$ cat config.mk
export PLATFORM = sky130hd
export DESIGN_NAME = alu_cmd_sequencer_flat
export DESIGN_NICKNAME = d
export VERILOG_FILES = /design/src/rtl/alu_cmd_sequencer_if.sv /design/src/rtl/alu_cmd_sequencer.sv /design/src/flat_wrapper.sv
export SDC_FILE = /design/constraint.sdc
export NUM_CORES = 1
export LEC_CHECK = 0
export CAP_MARGIN = 20
export CELL_PAD_IN_SITES_DETAIL_PLACEMENT = 1
export CELL_PAD_IN_SITES_GLOBAL_PLACEMENT = 1
export CORE_MARGIN = 10
export CORE_UTILIZATION = 40
export DETAILED_ROUTE_END_ITERATION = 10
export PLACE_DENSITY_LB_ADDON = 0.25
export SLEW_MARGIN = 15
export SYNTH_ARGS = -nofsm -noshare
export SYNTH_HDL_FRONTEND = slang
export SYNTH_SLANG_ARGS = --single-unit
$ cat constraint.sdc
create_clock -name clk -period 7.6 [get_ports clk]
set_clock_uncertainty 0.05 [all_clocks]
set_input_delay 1.52 -clock clk [delete_from_list [all_inputs] [get_ports clk]]
set_output_delay 1.52 -clock clk [all_outputs]
set_load 0.03 [all_outputs]
$ cat src/rtl/alu_cmd_sequencer_if.sv
// Request/response channels and ALU tile bus of the ALU command sequencer.
// slave: the sequencer itself. master: the host-side environment driving it.
interface alu_cmd_sequencer_if;
    logic       req_valid;
    logic       req_ready;
    logic [7:0] req_a;
    logic [7:0] req_b;
    logic [1:0] req_op;
    logic       rsp_valid;
    logic       rsp_ready;
    logic [7:0] rsp_data;
    logic [7:0] alu_data;
    logic [7:0] alu_cmd;
    logic [7:0] alu_result;

    modport slave (
        input  req_valid, req_a, req_b, req_op, rsp_ready, alu_result,
        output req_ready, rsp_valid, rsp_data, alu_data, alu_cmd
    );

    modport master (
        output req_valid, req_a, req_b, req_op, rsp_ready, alu_result,
        input  req_ready, rsp_valid, rsp_data, alu_data, alu_cmd
    );
endinterface

$ cat src/rtl/alu_cmd_sequencer.sv
// Sequences one ALU operation per request onto the command-driven ALU tile and
// returns the registered result; optionally skips operand loads already in the tile.
//
// state  | meaning
// IDLE   | ready for a request
// LOAD_A | alu_cmd=1, operand A on alu_data
// LOAD_B | alu_cmd=2, operand B on alu_data
// EXEC   | alu_cmd=4+op
// WAIT   | tile result register settles; captured into rsp_data
// RESP   | rsp_valid held until rsp_ready
module alu_cmd_sequencer #(
    parameter bit SKIP_RELOAD = 1'b1
) (
    input  logic                      clk,
    input  logic                      rst_n,
    alu_cmd_sequencer_if.slave        bus,
    output logic [7:0]                op_count_o
);
    typedef enum logic [2:0] {IDLE, LOAD_A, LOAD_B, EXEC, WAIT, RESP} state_e;

    state_e     state_q, state_d;
    logic [7:0] a_q, a_d, b_q, b_d;
    logic [1:0] op_q, op_d;
    logic [7:0] cached_a_q, cached_a_d, cached_b_q, cached_b_d;
    logic       cache_valid_q, cache_valid_d;
    logic [7:0] alu_cmd_q, alu_cmd_d, alu_data_q, alu_data_d;
    logic [7:0] rsp_data_q, rsp_data_d, op_count_q, op_count_d;
    logic       skip_a, skip_b;

    // The tile keeps its operand registers, so a matching cached operand need not be resent.
    assign skip_a = SKIP_RELOAD && cache_valid_q && (a_d == cached_a_q);
    assign skip_b = SKIP_RELOAD && cache_valid_q && (b_d == cached_b_q);

    always_comb begin
        state_d       = state_q;
        a_d           = a_q;
        b_d           = b_q;
        op_d          = op_q;
        cached_a_d    = cached_a_q;
        cached_b_d    = cached_b_q;
        cache_valid_d = cache_valid_q;
        rsp_data_d    = rsp_data_q;
        op_count_d    = op_count_q;
        alu_cmd_d     = 8'd0;
        alu_data_d    = 8'd0;

        case (state_q)
            IDLE: begin
                if (bus.req_valid) begin
                    a_d  = bus.req_a;
                    b_d  = bus.req_b;
                    op_d = bus.req_op;
                    if (!skip_a)      state_d = LOAD_A;
                    else if (!skip_b) state_d = LOAD_B;
                    else              state_d = EXEC;
                end
            end
            LOAD_A: begin
                cached_a_d = a_q;
                state_d    = skip_b ? EXEC : LOAD_B;
            end
            LOAD_B: begin
                cached_b_d    = b_q;
                cache_valid_d = 1'b1;
                state_d       = EXEC;
            end
            EXEC: state_d = WAIT;
            WAIT: begin
                rsp_data_d = bus.alu_result;
                state_d    = RESP;
            end
            RESP: begin
                if (bus.rsp_ready) begin
                    op_count_d = op_count_q + 8'd1;
                    state_d    = IDLE;
                end
            end
            default: state_d = IDLE;
        endcase

        // Bus outputs are registered from the upcoming state so they hold for the whole state cycle.
        case (state_d)
            LOAD_A: begin
                alu_cmd_d  = 8'd1;
                alu_data_d = a_d;
            end
            LOAD_B: begin
                alu_cmd_d  = 8'd2;
                alu_data_d = b_d;
            end
            EXEC:    alu_cmd_d = 8'd4 + {6'd0, op_d};
            default: alu_cmd_d = 8'd0;
        endcase
    end

    always_ff @(posedge clk) begin
        if (!rst_n) begin
            state_q       <= IDLE;
            a_q           <= 8'd0;
            b_q           <= 8'd0;
            op_q          <= 2'd0;
            cached_a_q    <= 8'd0;
            cached_b_q    <= 8'd0;
            cache_valid_q <= 1'b0;
            alu_cmd_q     <= 8'd0;
            alu_data_q    <= 8'd0;
            rsp_data_q    <= 8'd0;
            op_count_q    <= 8'd0;
        end else begin
            state_q       <= state_d;
            a_q           <= a_d;
            b_q           <= b_d;
            op_q          <= op_d;
            cached_a_q    <= cached_a_d;
            cached_b_q    <= cached_b_d;
            cache_valid_q <= cache_valid_d;
            alu_cmd_q     <= alu_cmd_d;
            alu_data_q    <= alu_data_d;
            rsp_data_q    <= rsp_data_d;
            op_count_q    <= op_count_d;
        end
    end

    assign bus.req_ready = rst_n && (state_q == IDLE);
    assign bus.rsp_valid = (state_q == RESP);
    assign bus.rsp_data  = rsp_data_q;
    assign bus.alu_cmd   = alu_cmd_q;
    assign bus.alu_data  = alu_data_q;
    assign op_count_o    = op_count_q;
endmodule

$ cat src/flat_wrapper.sv
// flat-port wrapper written by rule: the top's interface ports become plain ports
module alu_cmd_sequencer_flat 
#(
    parameter bit SKIP_RELOAD = 1'b1
)
  (clk, rst_n, op_count_o, bus_req_valid, bus_req_a, bus_req_b, bus_req_op, bus_rsp_ready, bus_alu_result, bus_req_ready, bus_rsp_valid, bus_rsp_data, bus_alu_data, bus_alu_cmd);
  alu_cmd_sequencer_if bus_i ();
  input  logic clk;
  input  logic rst_n;
  output logic [7:0] op_count_o;
  input wire logic [$bits(bus_i.req_valid)-1:0] bus_req_valid;
  input wire logic [$bits(bus_i.req_a)-1:0] bus_req_a;
  input wire logic [$bits(bus_i.req_b)-1:0] bus_req_b;
  input wire logic [$bits(bus_i.req_op)-1:0] bus_req_op;
  input wire logic [$bits(bus_i.rsp_ready)-1:0] bus_rsp_ready;
  input wire logic [$bits(bus_i.alu_result)-1:0] bus_alu_result;
  output wire logic [$bits(bus_i.req_ready)-1:0] bus_req_ready;
  output wire logic [$bits(bus_i.rsp_valid)-1:0] bus_rsp_valid;
  output wire logic [$bits(bus_i.rsp_data)-1:0] bus_rsp_data;
  output wire logic [$bits(bus_i.alu_data)-1:0] bus_alu_data;
  output wire logic [$bits(bus_i.alu_cmd)-1:0] bus_alu_cmd;
  assign bus_i.req_valid = bus_req_valid;
  assign bus_i.req_a = bus_req_a;
  assign bus_i.req_b = bus_req_b;
  assign bus_i.req_op = bus_req_op;
  assign bus_i.rsp_ready = bus_rsp_ready;
  assign bus_i.alu_result = bus_alu_result;
  assign bus_req_ready = bus_i.req_ready;
  assign bus_rsp_valid = bus_i.rsp_valid;
  assign bus_rsp_data = bus_i.rsp_data;
  assign bus_alu_data = bus_i.alu_data;
  assign bus_alu_cmd = bus_i.alu_cmd;
  alu_cmd_sequencer #(.SKIP_RELOAD(SKIP_RELOAD)) u_core (.clk(clk), .rst_n(rst_n), .bus(bus_i), .op_count_o(op_count_o));
endmodule
==> impl_metrics.toml <==
[yosys]
ys.warnings.count = 0
synth_common_cells = "dfxtp_1, nand2_1, nor2b_1, a21boi_0, mux2i_1"
synthDistinctLibCells = 49
synth_most_common_cell = "dfxtp_1"
yosysTopAreaCellShare = 0.422
ys_top_cells_by_area = "dfxtp_1, mux2i_1, nand2_1"
synth_top_area_cell = "dfxtp_1"
ys_seq_area_frac = 0.422
avgSynthCellArea_um2 = 9.13
synth_edf_count = 0
async_reset_ff_frac = 0
syn-instance-count = 338
synth-main-ff-cell = "dfxtp_1"
ys_ff_latch = 65
syn_area_um2 = 3090

[cts]
clock_latency_ns = 0.34
cts_resized = 0
cts_setup_buffers = 0
htree_levels = 3
numCtsBuffers = 9
clock-sinks = 65
cts_root_buf = "clkbuf_8"
clk_pin_slew_ns = 0.07
clockBufferDepth = 2
cts_tree = "yes"
ctsHoldBuffers = 0

[critical_path]
r2r_start = "u_core.state_q[1]$_SDFF_PN0_"
ff2ff_path_depth = 8
crit_end = "bus_req_ready"
path_class = "primary input to output pin"
cp.arrival_ns = 3.28
start_kind = "primary input"
crit_path_start = "rst_n"
reg2reg_slack_ns = 4.40
r2r-end = "u_core.bus.alu_data[5]$_SDFF_PN0_"
critPathRequiredTime_ns = 6.03
worstPathMaxFanout = 57
end_kind = "output pin"

[floorplan]
fp-row-count = 31
ioPinCount = 64
die_y_um = 108
die_w_um = 108
core_um2 = 7370
die-area_um2 = 11600
initial_core_util = 0.419

[min_path]
hp-class = "register to register"

[placed_design]
io_buffers = 58
dpl.hpwl_mm = 6.02
post_dp_cell_area_um2 = 3690
gp_congestion = 0.786
dp.cells = 477

[sta]
period_needed_ns = 4.85
fin_hold_ws_ns = 0.419
worst_slew_pin_slew_ns = 0.610
maxSlewViolCount = 0
rsz0062_at_grt = "no"
hold_violations = 0
fin_crit_sh = 0.639
tns_ns = 0
finalSetupViolCount = 0
slew_headroom = 0.591
max_freq_ghz = 0.206

[route]
dr.pass1.iters = 4
routed_wl_mm = 8.18
via_per_inst = 5.06
antenna_left = 0
via_count = 2495
initialDrtViolationCount = 54
wire_per_inst_um = 16.6
drcViolationCount = 0

[finish]
num_antenna_cells = 0
utilization = 0.533
syn_to_final_growth_pct = 27.3
finalNonFillerCells = 493
nFillCells = 861
drive_gt1_frac = 0.0736
finalNetCount = 421
design_area_um2 = 3930

[pwr]
vdd_drop_max_mv = 0.0962
power_density_nw_per_um2 = 238
leakagePower_nw = 1.42

[grt]
antenna_found_initial = 0
grt_max_degree = 58
grt_pass1_vias = 2658
grt_pass1_wl_mm = 13.6
grtUsageTotal = 0.145
grt-ovfl-total = 0

[status]
status = "finished clean"

[run]
cap_violations = 0
area by class of cell:
cell class	count	area [um^2]	share of cell area
clock buffers	13	169	0.0430
well taps	99	124	0.0315
repair buffers	62	611	0.155
multi-input cells	239	1620	0.411
clock inverters	2	60.1	0.0153
flip-flops and latches	65	1300	0.331
inverters	13	48.8	0.0124
per-stage QoR:
step | setup slack, ns | power (mW)
after floorplan | 3.75 | 0.546
after CTS | 2.74 | 0.947
after detailed placement | 2.74 | 0.608
after global routing | 2.63 | 0.984
after global placement | 2.76 | 0.603
final | 2.75 | 0.935
placed cells by master, fill, tap and decap left out, drive strengths merged, types with 5 or more instances in the layout:
| cell type | n |
|---|---|
| o31ai | 6 |
| and2 | 11 |
| a21oi | 8 |
| xor2 | 8 |
| xnor2 | 12 |
| o211ai | 9 |
| nor2b | 27 |
| mux2i | 20 |
| nor2 | 10 |
| dfxtp | 65 |
| a21boi | 20 |
| nand2 | 48 |
| nor3 | 6 |
| clkbuf | 13 |
| o21ai | 6 |
| clkdlybuf4s50 | 58 |
| inv | 13 |
| conb | 5 |
where the power goes:
part           switching, mW  leakage, nW  internal, mW
Sequential            0.0224        0.528         0.366
Combinational          0.126        0.774        0.0865
Clock                  0.125        0.116         0.210
Total                  0.273         1.42         0.662
worst min path at each step:
stage          depth (start not counted)                                   to                           startpoint
2_1_floorplan                          2            u_core.op_q[0]$_SDFF_PN0_            u_core.op_q[0]$_SDFF_PN0_
3_3_place_gp                           2  u_core.bus.rsp_data[3]$_SDFFE_PN0P_  u_core.bus.rsp_data[3]$_SDFFE_PN0P_
3_5_place_dp                           2  u_core.bus.rsp_data[2]$_SDFFE_PN0P_  u_core.bus.rsp_data[2]$_SDFFE_PN0P_
4_1_cts                                2  u_core.bus.rsp_data[2]$_SDFFE_PN0P_  u_core.bus.rsp_data[2]$_SDFFE_PN0P_
5_1_grt                                2  u_core.bus.rsp_data[6]$_SDFFE_PN0P_  u_core.bus.rsp_data[6]$_SDFFE_PN0P_
6_report                               2  u_core.bus.rsp_data[6]$_SDFFE_PN0P_  u_core.bus.rsp_data[6]$_SDFFE_PN0P_
worst max-delay path: stages:
cell and delay (ns):
clkdlybuf4s50_1 0.45, buf_4 0.42, and2_1 0.20, clkdlybuf4s50_1 0.67
flip-flops by register name (all words and copies together) (netlist names):
signal,count
u_core.cache_valid_q,1
u_core.state_q,3
u_core.bus.alu_data,8
u_core.a_q,8
u_core.op_q,2
u_core.op_count_o,8
u_core.cached_a_q,8
u_core.bus.rsp_data,8
u_core.cached_b_q,8
u_core.b_q,8
u_core.bus.alu_cmd,3
logic make-up (layout without fill, tap and decap cells):
group | count (synthesis) | in the layout | synth area share
AO/OA/AOI/OAI | 69 | 69 | 0.176
XOR/XNOR | 20 | 20 | 0.0567
adder cells (fa/ha/maj) | 1 | 1 | 0.00405
buffers and inverters | 38 | 90 | 0.0628
flip-flops | 65 | 65 | 0.422
multiplexers | 20 | 20 | 0.0649
other | 1 | 5 | 0.00121
AND/OR/NAND/NOR | 124 | 124 | 0.213
per-layer routing:
layer / routed length (um) / vias up / part of all wire / track usage
met5: 0 / - / 0 / 0
met4: 83 / 0 / 0.010 / 0.0372
met3: 301 / 10 / 0.037 / 0.0437
met2: 4070 / 42 / 0.50 / 0.249
met1: 3720 / 1193 / 0.45 / 0.170
li1: - / 1250 / - / -
No activity file was read; power rests on OpenSTA's default activity.
